$ cat src/rtl/fifo_wr_arbiter_if.sv
// fifo_wr_arbiter_if: producer handshake and FIFO write-side bundle for fifo_wr_arbiter
interface fifo_wr_arbiter_if #(
    parameter int NUM_REQ = 4,
    parameter int DATA_W  = 128
);
    logic [NUM_REQ-1:0]        i_req_valid;
    logic [NUM_REQ*DATA_W-1:0] i_req_data;
    logic [NUM_REQ-1:0]        i_req_last;
    logic [NUM_REQ-1:0]        o_req_ready;
    logic                      i_fifo_alm_full;
    logic                      o_fifo_wren;
    logic [DATA_W-1:0]         o_fifo_wrdata;
    logic [NUM_REQ-1:0]        o_grant;
    logic                      o_busy;
    logic [31:0]               o_wr_count;

    modport master (
        input  i_req_valid, i_req_data, i_req_last, i_fifo_alm_full,
        output o_req_ready, o_fifo_wren, o_fifo_wrdata, o_grant, o_busy, o_wr_count
    );

    modport slave (
        output i_req_valid, i_req_data, i_req_last, i_fifo_alm_full,
        input  o_req_ready, o_fifo_wren, o_fifo_wrdata, o_grant, o_busy, o_wr_count
    );
endinterface

$ cat src/rtl/fifo_wr_arbiter.sv
// fifo_wr_arbiter: round-robin burst arbiter sharing one FIFO write port among NUM_REQ producers
module fifo_wr_arbiter #(
    parameter int NUM_REQ   = 4,
    parameter int DATA_W    = 128,
    parameter int MAX_BURST = 4
) (
    input logic                clk,
    input logic                rstn,
    fifo_wr_arbiter_if.master  bus
);
    localparam int IW = (NUM_REQ > 1) ? $clog2(NUM_REQ) : 1;

    typedef enum logic {IDLE, GRANT} state_t;

    state_t             state_q, state_d;
    logic [NUM_REQ-1:0] grant_q, grant_d;
    logic [IW-1:0]      last_q, last_d, pick;
    logic [7:0]         burst_q, burst_d;
    logic               wren_q, wren_d;
    logic [DATA_W-1:0]  wrdata_q, wrdata_d;
    logic [31:0]        cnt_q, cnt_d;
    logic [NUM_REQ-1:0] ready;
    logic               found, accept;

    // Scan from the farthest offset down so the nearest valid after last_q wins
    always_comb begin
        pick  = last_q;
        found = 1'b0;
        for (int i = NUM_REQ; i >= 1; i--) begin
            if (bus.i_req_valid[(int'(last_q) + i) % NUM_REQ]) begin
                pick  = IW'((int'(last_q) + i) % NUM_REQ);
                found = 1'b1;
            end
        end
    end

    assign ready  = (state_q == GRANT && !bus.i_fifo_alm_full) ? grant_q : '0;
    assign accept = |(bus.i_req_valid & ready);

    always_comb begin
        state_d  = state_q;
        grant_d  = grant_q;
        last_d   = last_q;
        burst_d  = burst_q;
        wren_d   = 1'b0;
        wrdata_d = wrdata_q;
        cnt_d    = cnt_q;
        if (state_q == IDLE) begin
            if (found) begin
                state_d = GRANT;
                grant_d = NUM_REQ'(1) << pick;
                last_d  = pick;
                burst_d = 8'd0;
            end
        end else if (accept) begin
            wren_d   = 1'b1;
            wrdata_d = bus.i_req_data[int'(last_q)*DATA_W +: DATA_W];
            burst_d  = burst_q + 8'd1;
            cnt_d    = cnt_q + 32'd1;
            if (bus.i_req_last[last_q] || burst_d == 8'(MAX_BURST)) begin
                state_d = IDLE;
                grant_d = '0;
            end
        end else if (!bus.i_req_valid[last_q] && !bus.i_fifo_alm_full) begin
            state_d = IDLE;
            grant_d = '0;
        end
    end

    always_ff @(posedge clk or negedge rstn) begin
        if (!rstn) begin
            state_q  <= IDLE;
            grant_q  <= '0;
            last_q   <= IW'(NUM_REQ - 1);
            burst_q  <= 8'd0;
            wren_q   <= 1'b0;
            wrdata_q <= '0;
            cnt_q    <= 32'd0;
        end else begin
            state_q  <= state_d;
            grant_q  <= grant_d;
            last_q   <= last_d;
            burst_q  <= burst_d;
            wren_q   <= wren_d;
            wrdata_q <= wrdata_d;
            cnt_q    <= cnt_d;
        end
    end

    assign bus.o_req_ready   = ready;
    assign bus.o_fifo_wren   = wren_q;
    assign bus.o_fifo_wrdata = wrdata_q;
    assign bus.o_grant       = grant_q;
    assign bus.o_busy        = (state_q == GRANT);
    assign bus.o_wr_count    = cnt_q;
endmodule

$ cat src/flat_wrapper.sv
// flat-port wrapper written by rule: the top's interface ports become plain ports
module fifo_wr_arbiter_flat 
#(
    parameter int NUM_REQ   = 4,
    parameter int DATA_W    = 128,
    parameter int MAX_BURST = 4
)
  (clk, rstn, bus_i_req_valid, bus_i_req_data, bus_i_req_last, bus_i_fifo_alm_full, bus_o_req_ready, bus_o_fifo_wren, bus_o_fifo_wrdata, bus_o_grant, bus_o_busy, bus_o_wr_count);
  fifo_wr_arbiter_if #(.NUM_REQ(NUM_REQ), .DATA_W(DATA_W)) bus_i ();
  input logic clk;
  input logic rstn;
  input wire logic [$bits(bus_i.i_req_valid)-1:0] bus_i_req_valid;
  input wire logic [$bits(bus_i.i_req_data)-1:0] bus_i_req_data;
  input wire logic [$bits(bus_i.i_req_last)-1:0] bus_i_req_last;
  input wire logic [$bits(bus_i.i_fifo_alm_full)-1:0] bus_i_fifo_alm_full;
  output wire logic [$bits(bus_i.o_req_ready)-1:0] bus_o_req_ready;
  output wire logic [$bits(bus_i.o_fifo_wren)-1:0] bus_o_fifo_wren;
  output wire logic [$bits(bus_i.o_fifo_wrdata)-1:0] bus_o_fifo_wrdata;
  output wire logic [$bits(bus_i.o_grant)-1:0] bus_o_grant;
  output wire logic [$bits(bus_i.o_busy)-1:0] bus_o_busy;
  output wire logic [$bits(bus_i.o_wr_count)-1:0] bus_o_wr_count;
  assign bus_i.i_req_valid = bus_i_req_valid;
  assign bus_i.i_req_data = bus_i_req_data;
  assign bus_i.i_req_last = bus_i_req_last;
  assign bus_i.i_fifo_alm_full = bus_i_fifo_alm_full;
  assign bus_o_req_ready = bus_i.o_req_ready;
  assign bus_o_fifo_wren = bus_i.o_fifo_wren;
  assign bus_o_fifo_wrdata = bus_i.o_fifo_wrdata;
  assign bus_o_grant = bus_i.o_grant;
  assign bus_o_busy = bus_i.o_busy;
  assign bus_o_wr_count = bus_i.o_wr_count;
  fifo_wr_arbiter #(.NUM_REQ(NUM_REQ), .DATA_W(DATA_W), .MAX_BURST(MAX_BURST)) u_core (.clk(clk), .rstn(rstn), .bus(bus_i));
endmodule
$ cat config.mk
export PLATFORM = sky130hd
export DESIGN_NAME = fifo_wr_arbiter_flat
export DESIGN_NICKNAME = d
export VERILOG_FILES = /design/src/rtl/fifo_wr_arbiter_if.sv /design/src/rtl/fifo_wr_arbiter.sv /design/src/flat_wrapper.sv
export SDC_FILE = /design/constraint.sdc
export NUM_CORES = 1
export LEC_CHECK = 0
export BUFFER_PORTS_ARGS = -buffer_cell sky130_fd_sc_hd__buf_4
export CORE_AREA = 2 2 272 274
export CTS_CLUSTER_DIAMETER = 30
export DETAILED_ROUTE_END_ITERATION = 16
export DIE_AREA = 0 0 274 276
export GPL_TIMING_DRIVEN = 0
export SETUP_SLACK_MARGIN = 0.05
export SLEW_MARGIN = 20
export SYNTH_ARGS = -nofsm -noshare
export SYNTH_HDL_FRONTEND = slang
export SYNTH_SLANG_ARGS = --single-unit
$ cat constraint.sdc
create_clock -name clk -period 5.5 [get_ports clk]
set_input_delay 0.275 -clock clk [delete_from_list [all_inputs] [get_ports clk]]
set_output_delay 0.275 -clock clk [all_outputs]
set_load 0.01 [all_outputs]
==> out/results.ini, run 1 <==
[status]
status = completed

[timing]
max_freq_mhz = 338.8
finalMaxSlewViolations = 0
worstMarginPinSlew_ns = 0.9201
period_minus_slack_ns = 2.952
finClkSkew_ns = 0.02008
relSlewSlack_pct = 38.66
fin_ws_ns = 2.548
post-route-period-util_pct = 53.67
hold_viol_final = 0
setup_viol = 0
fin_tns_setup_ns = 0
rsz0062_at_grt = no

[worst_setup_path]
worst-setup-path-type = reg -> reg
crit_fanout = 10
crit_path_start_kind = register
required_ns = 5.86
reg2regPathDepth = 6
critical_path_arrival_ns = 3.31
cp-end-kind = register

[global_routing]
grt_pass1_wl_mm = 69.86
grt_overflow = 0
track_usage_pct = 12.69
grt_pass1_vias = 11236
grt_start_max_net_pins = 64
antenna_found_initial = 5

[yosys]
synthCells = 935
synth_ff_type = dfrtp_1
ys_ff_latch = 176
synth_area_per_cell_um2 = 10.90
synth_edf_count = 0
yosysSeqAreaShare_pct = 43.26
synth.net_count = 1461
synth_warnings = 0
syn-cell-area_um2 = 10190
ys_types = 48
async_reset_ff_share_pct = 100.0

[clock_tree]
cts_made_buffers = 17
ctsResizeCount = 0
clk_path_buf_depth = 2
cts_sinks = 176
clk_pin_slew_ns = 0.07
holdBufCountCts = 1
tritoncts = done
cts_max_level = 4
postCtsSetupRepairBufs = 0
clockRootBuffer = clkbuf_16
clock_latency_ns = 0.48

[finish]
utilization_pct = 23.86
syn2layout_area_growth_pct = 70.01
drive_above_1_share_pct = 53.94
fin_nets = 2175
fill_cells = 7942
fin_area_um2 = 17320

[routing]
drtIter0Drc = 476
wl_mm = 48.78
post_drt_wl_per_cell_um = 18.57
avgViaCountPerCell = 3.901
drc = 0
drtAntennaViolNets = 0
vias = 10248
first_pass_iters = 4

[min_path]
worst_hold_path.num_cells = 3
hold_class = in -> reg

[placed_design]
port_buffers = 692
place_congestion = 0.8597
hpwl_mm = 40.15
pre_cts_ws_ns = 2.510
place_area_um2 = 16650

[floorplanning]
fp.dieW_um = 274
core-area_um2 = 72590
dieHeight_um = 276
die-area_um2 = 75620
io_pins = 693
start_util_pct = 14.03
placement_rows = 99

[power]
leakagePower_nw = 8.468
finalPower_mw = 7.438
power_density_nw_per_um2 = 429.5
ir_worst_vdd_uv = 248.5

[run]
cap_violations = 0

==> kinds of logic after synthesis <==
| group | after synthesis | share of synthesized area (%) |
|---|---|---|
| fa+ha+maj | 3 | 0.3685 |
| simple gates | 486 | 19.52 |
| buf+inv | 71 | 3.021 |
| xor+xnor | 34 | 2.923 |
| compound gates | 34 | 2.186 |
| mux | 131 | 28.73 |
| flops | 176 | 43.26 |
==> cells in the final DEF, fill, tap and decap left out, types with 3 or more instances in the layout <==
cell | Yosys | layout
bufinv_16 | 0 | 5
buf_2 | 30 | 31
nor3_1 | 3 | 3
o21ai_1 | 7 | 7
clkbuf_16 | 0 | 17
ha_1 | 3 | 3
nand2_1 | 410 | 410
nand4_1 | 4 | 4
xor2_1 | 16 | 16
dfrtp_1 | 174 | 174
and2_1 | 6 | 6
inv_1 | 7 | 7
xnor2_1 | 18 | 18
buf_4 | 1 | 692
buf_1 | 14 | 13
and3_1 | 3 | 3
nor2_1 | 20 | 20
and4_1 | 4 | 4
o21ai_0 | 12 | 12
mux4_2 | 129 | 129
diode_2 | 0 | 7
nand3_1 | 21 | 21
clkbuf_1 | 17 | 19
nand2b_1 | 4 | 4
==> path summary, 6_finish.rpt <==
check	startpoint	end	slack [ns]
min in group asynchronous	rstn	u_core.bus.o_fifo_wrdata[75]	0.29
max	u_core.last_q[1]	u_core.bus.o_fifo_wrdata[3]	2.55
max in group asynchronous	rstn	u_core.bus.o_wr_count[20]	4.18
max reg2reg	u_core.last_q[1]	u_core.bus.o_fifo_wrdata[3]	2.55
min	bus_i_fifo_alm_full	u_core.bus.o_busy	0.16
min reg2reg	u_core.bus.o_wr_count[31]	u_core.bus.o_wr_count[31]	0.47
==> Yosys cell counts (4+ instances only) <==
cell type  number  area, um^2
dfrtp_1       174        4354
buf_2          30       150.1
nand3_1        21       105.1
nand2b_1        4       25.02
nor2_1         20       75.07
nand2_1       410        1539
and2_1          6       37.54
o21ai_1         7       35.03
xor2_1         16       140.1
and4_1          4       35.03
o21ai_0        12       60.06
mux4_2        129        2905
inv_1           7       26.28
xnor2_1        18       157.7
buf_1          14       52.55
clkbuf_1       17       63.81
nand4_1         4       25.02
==> power breakdown <==
| part | internal (mW) | total, mW | switching [mW] | leakage [nW] |
|---|---|---|---|---|
| logic | 1.95 | 3.99 | 2.04 | 5.91 |
| registers | 1.77 | 2.05 | 0.282 | 2.25 |
| clock network | 0.830 | 1.40 | 0.572 | 0.311 |
==> layout make-up <==
type	instances	area, um^2	share of cell area, %
flip-flops and latches	176	4407	25.44
repair buffers	695	5268	30.41
clock inverters	9	180.2	1.040
clock buffers	22	464.2	2.680
inverters	9	33.78	0.1951
diodes	7	17.52	0.1011
well taps	959	1200	6.928
multi-input cells	688	5473	31.60
plain buffers	62	276.5	1.597
==> metal layers <==
metal	routed length, um	track usage, %	up-vias
met2	23330	20.80	505
met1	19150	14.68	4951
met5	24	0	-
met4	2082	6.480	4
li1	-	-	4710
met3	4198	4.212	78
==> worst max-delay path, stage by stage (launching register included) <==
cell and delay (ns):
dfstp_2 0.51, buf_2 0.33, buf_2 0.60, buf_1 0.69
mux4_2 0.42, nand2_1 0.18, nand2_1 0.07
==> sequential cells by signal, summed over array words and instances (netlist names) <==
name	count
u_core.bus.o_grant	4
u_core.bus.o_fifo_wrdata	128
u_core.bus.o_busy	1
u_core.bus.o_wr_count	32
u_core.last_q	2
u_core.burst_q	8
u_core.bus.o_fifo_wren	1
==> through the flow <==
step           cells  hold WS, ns
2_1_floorplan    935     -0.02059
3_3_place_gp    2586       0.4601
3_5_place_dp    2588       0.2293
4_1_cts         2620      0.09632
5_1_grt         2622       0.1485
6_report        2627       0.1609
Power figures use the tool's default switching activity.
==> run 2: changes to the inputs <==
Settings changed: CORE_AREA 2 2 272 274 to 2 2 266 268, DIE_AREA 0 0 274 276 to 0 0 268 270.
Clock period 5.5 ns to 2.6 ns, I/O delays scaled along.
==> run 2 against run 1 <==
  * Sequential power rose by 110%
  * Worst hold slack worse by 0.10 ns
  * Power up 110%
  * Register-to-register slack worse by 2.3 ns
  * Non-clock buffer count grew 3
  * Die area fell by 4.3%
  * Fmax up 23%
  * Setup slack got worse by 2.3 ns
  * Global-route usage is 0.52 points higher
  * Sequential cell count unchanged
  * Final cell count decreased by 0.76%
  * Critical path type unchanged
  * Critical path depth did not move
==> out/results.ini, run 2 (synthesis results as in run 1) <==
[routing]
drc = 0
drtIter0Drc = 473
vias = 10275
post_drt_wl_per_cell_um = 18.78
first_pass_iters = 5
drtAntennaViolNets = 0
avgViaCountPerCell = 3.941
wl_mm = 48.96

[clock_tree]
clk_path_buf_depth = 2
tritoncts = done
clockRootBuffer = clkbuf_16
cts_made_buffers = 17
clk_pin_slew_ns = 0.08
cts_sinks = 176
clock_latency_ns = 0.47
cts_max_level = 4

[global_routing]
antenna_found_initial = 3
grt_pass1_vias = 10949
grt_overflow = 0
track_usage_pct = 13.21
grt_start_max_net_pins = 82
grt_pass1_wl_mm = 69.17

[placed_design]
port_buffers = 692
place_congestion = 0.8464
hpwl_mm = 40.27

[finish]
fin_nets = 2178
largest_reg_flops = 128
final_common_cell = buf_4
layout_common_cells = buf_4 (695), nand2_1 (410), dfrtp_1 (174)
drive_above_1_share_pct = 54.41
syn2layout_area_growth_pct = 69.54

[worst_setup_path]
worst-setup-path-type = reg -> reg
reg2regPathDepth = 6
crit_slowest_cell = mux4_2
startpoint = u_core.last_q[0]
path_buf_inv = 3
required_ns = 2.96
r2r_slack_ns = 0.21
crit_family = buffers and inverters
path_cells = buf_2 -> buf_4 -> buf_2 -> mux4_2 -> nand2_1 -> nand2_1
r2r_start = u_core.last_q[0]
cpPeakStageDelay_ns = 0.61
crit_fanout = 10
critical_path_arrival_ns = 2.75
r2r_end = u_core.bus.o_fifo_wrdata[2]
cp-end-kind = register
crit_path_start_kind = register

[min_path]
hold_class = in -> reg
min_to = u_core.bus.o_fifo_wrdata[53]
worstHoldStart = bus_i_req_data[309]
worst_hold_path.num_cells = 4

[timing]
period_minus_slack_ns = 2.392
hold_viol_final = 0
post-route-period-util_pct = 92.00
finClkSkew_ns = 0.01449
max_freq_mhz = 418.1
worstMarginPinSlew_ns = 0.8933
setup_viol = 0
fin_tns_setup_ns = 0
finalMaxSlewViolations = 0
relSlewSlack_pct = 40.44
rsz0062_at_grt = yes

[power]
leakagePower_nw = 8.469
ir_worst_vdd_uv = 314.3
finalPower_mw = 15.48
power_density_nw_per_um2 = 896.2

[status]
status = completed

[floorplanning]
io_pins = 693
placement_rows = 97
die-area_um2 = 72360
dieHeight_um = 270
start_util_pct = 14.65
fp.dieW_um = 268
core-area_um2 = 69540

[run]
cap_violations = 0

==> run 2: changes by cell type in the layout (fill, tap and decap cells not counted), sizes merged, moves of 3 or more <==
cell | before | now
diode | 7 | 2
dlygate4sd3 | 1 | 4
bufinv | 5 | 1
inv | 10 | 18
buf | 739 | 733
==> run 2: per-layer routing <==
metal / track usage [%] / vias to the layer above / wire [um]
met2: 22.81 / 510 / 24420
met1: 14.51 / 4970 / 18400
met3: 4.285 / 69 / 4144
li1: - / 4726 / -
met5: 0 / - / 0
met4: 6.454 / 0 / 2000
==> run 2: worst reg2reg max path: cells and delay by family, from the launching register on <==
kind                   cells  cell delay [ns]
buffers and inverters      3             0.99
and+or+nand+nor            2             0.16
muxes                      1             0.61
DFF                        1             0.52
==> run 2: repair_timing <==
action / 4_1_cts / 5_1_grt
endpoints found under the setup margin: 91 / 30
hold buffers: 4 / 0
gates cloned: 0 / 0
resized for setup: 9 / 7
setup buffers: 0 / 0
hold endpoints to repair: 179 / 0
==> run 2: how the worst max path moves through the flow <==
stage                                        end  cells after the start
floorplan            u_core.bus.o_fifo_wrdata[0]                      6
global placement    u_core.bus.o_fifo_wrdata[72]                      6
detailed placement  u_core.bus.o_fifo_wrdata[72]                      6
CTS                 u_core.bus.o_fifo_wrdata[65]                      6
global route         u_core.bus.o_fifo_wrdata[2]                      6
finish               u_core.bus.o_fifo_wrdata[2]                      6
==> run 2: cell type report <==
| class | count | area, um^2 |
|---|---|---|
| clock buffer | 19 | 432.9 |
| buffer | 62 | 307.8 |
| timing repair buffer | 698 | 5298 |
| sequential | 176 | 4407 |
| fill | 7567 | 52270 |
| antenna | 2 | 5.005 |
| clock inverter | 13 | 138.9 |
| inverter | 9 | 33.78 |
| multi-input combinational | 688 | 5473 |
| tap | 940 | 1176 |
==> run 2: power by group <==
part	total, mW	internal (mW)	switching, mW
clock network	2.68	1.36	1.32
logic	8.45	4.16	4.28
registers	4.35	3.74	0.616
==> run 2: metrics by stage <==
step                hold slack (ns)  std cells  instance area (um^2)  util [%]  setup slack [ns]
detailed placement         -0.01371       2569                 16620     23.90           -0.2511
global route                0.01399       2607                 17270     24.84           0.03294
floorplan                   -0.1656        935                 10190         -            0.7206
finish                      0.05888       2607                 17270     24.84            0.2080
global placement             0.4597       2567                 16560     23.81           -0.5961
CTS                       0.0003990       2605                 17260     24.81           0.05111
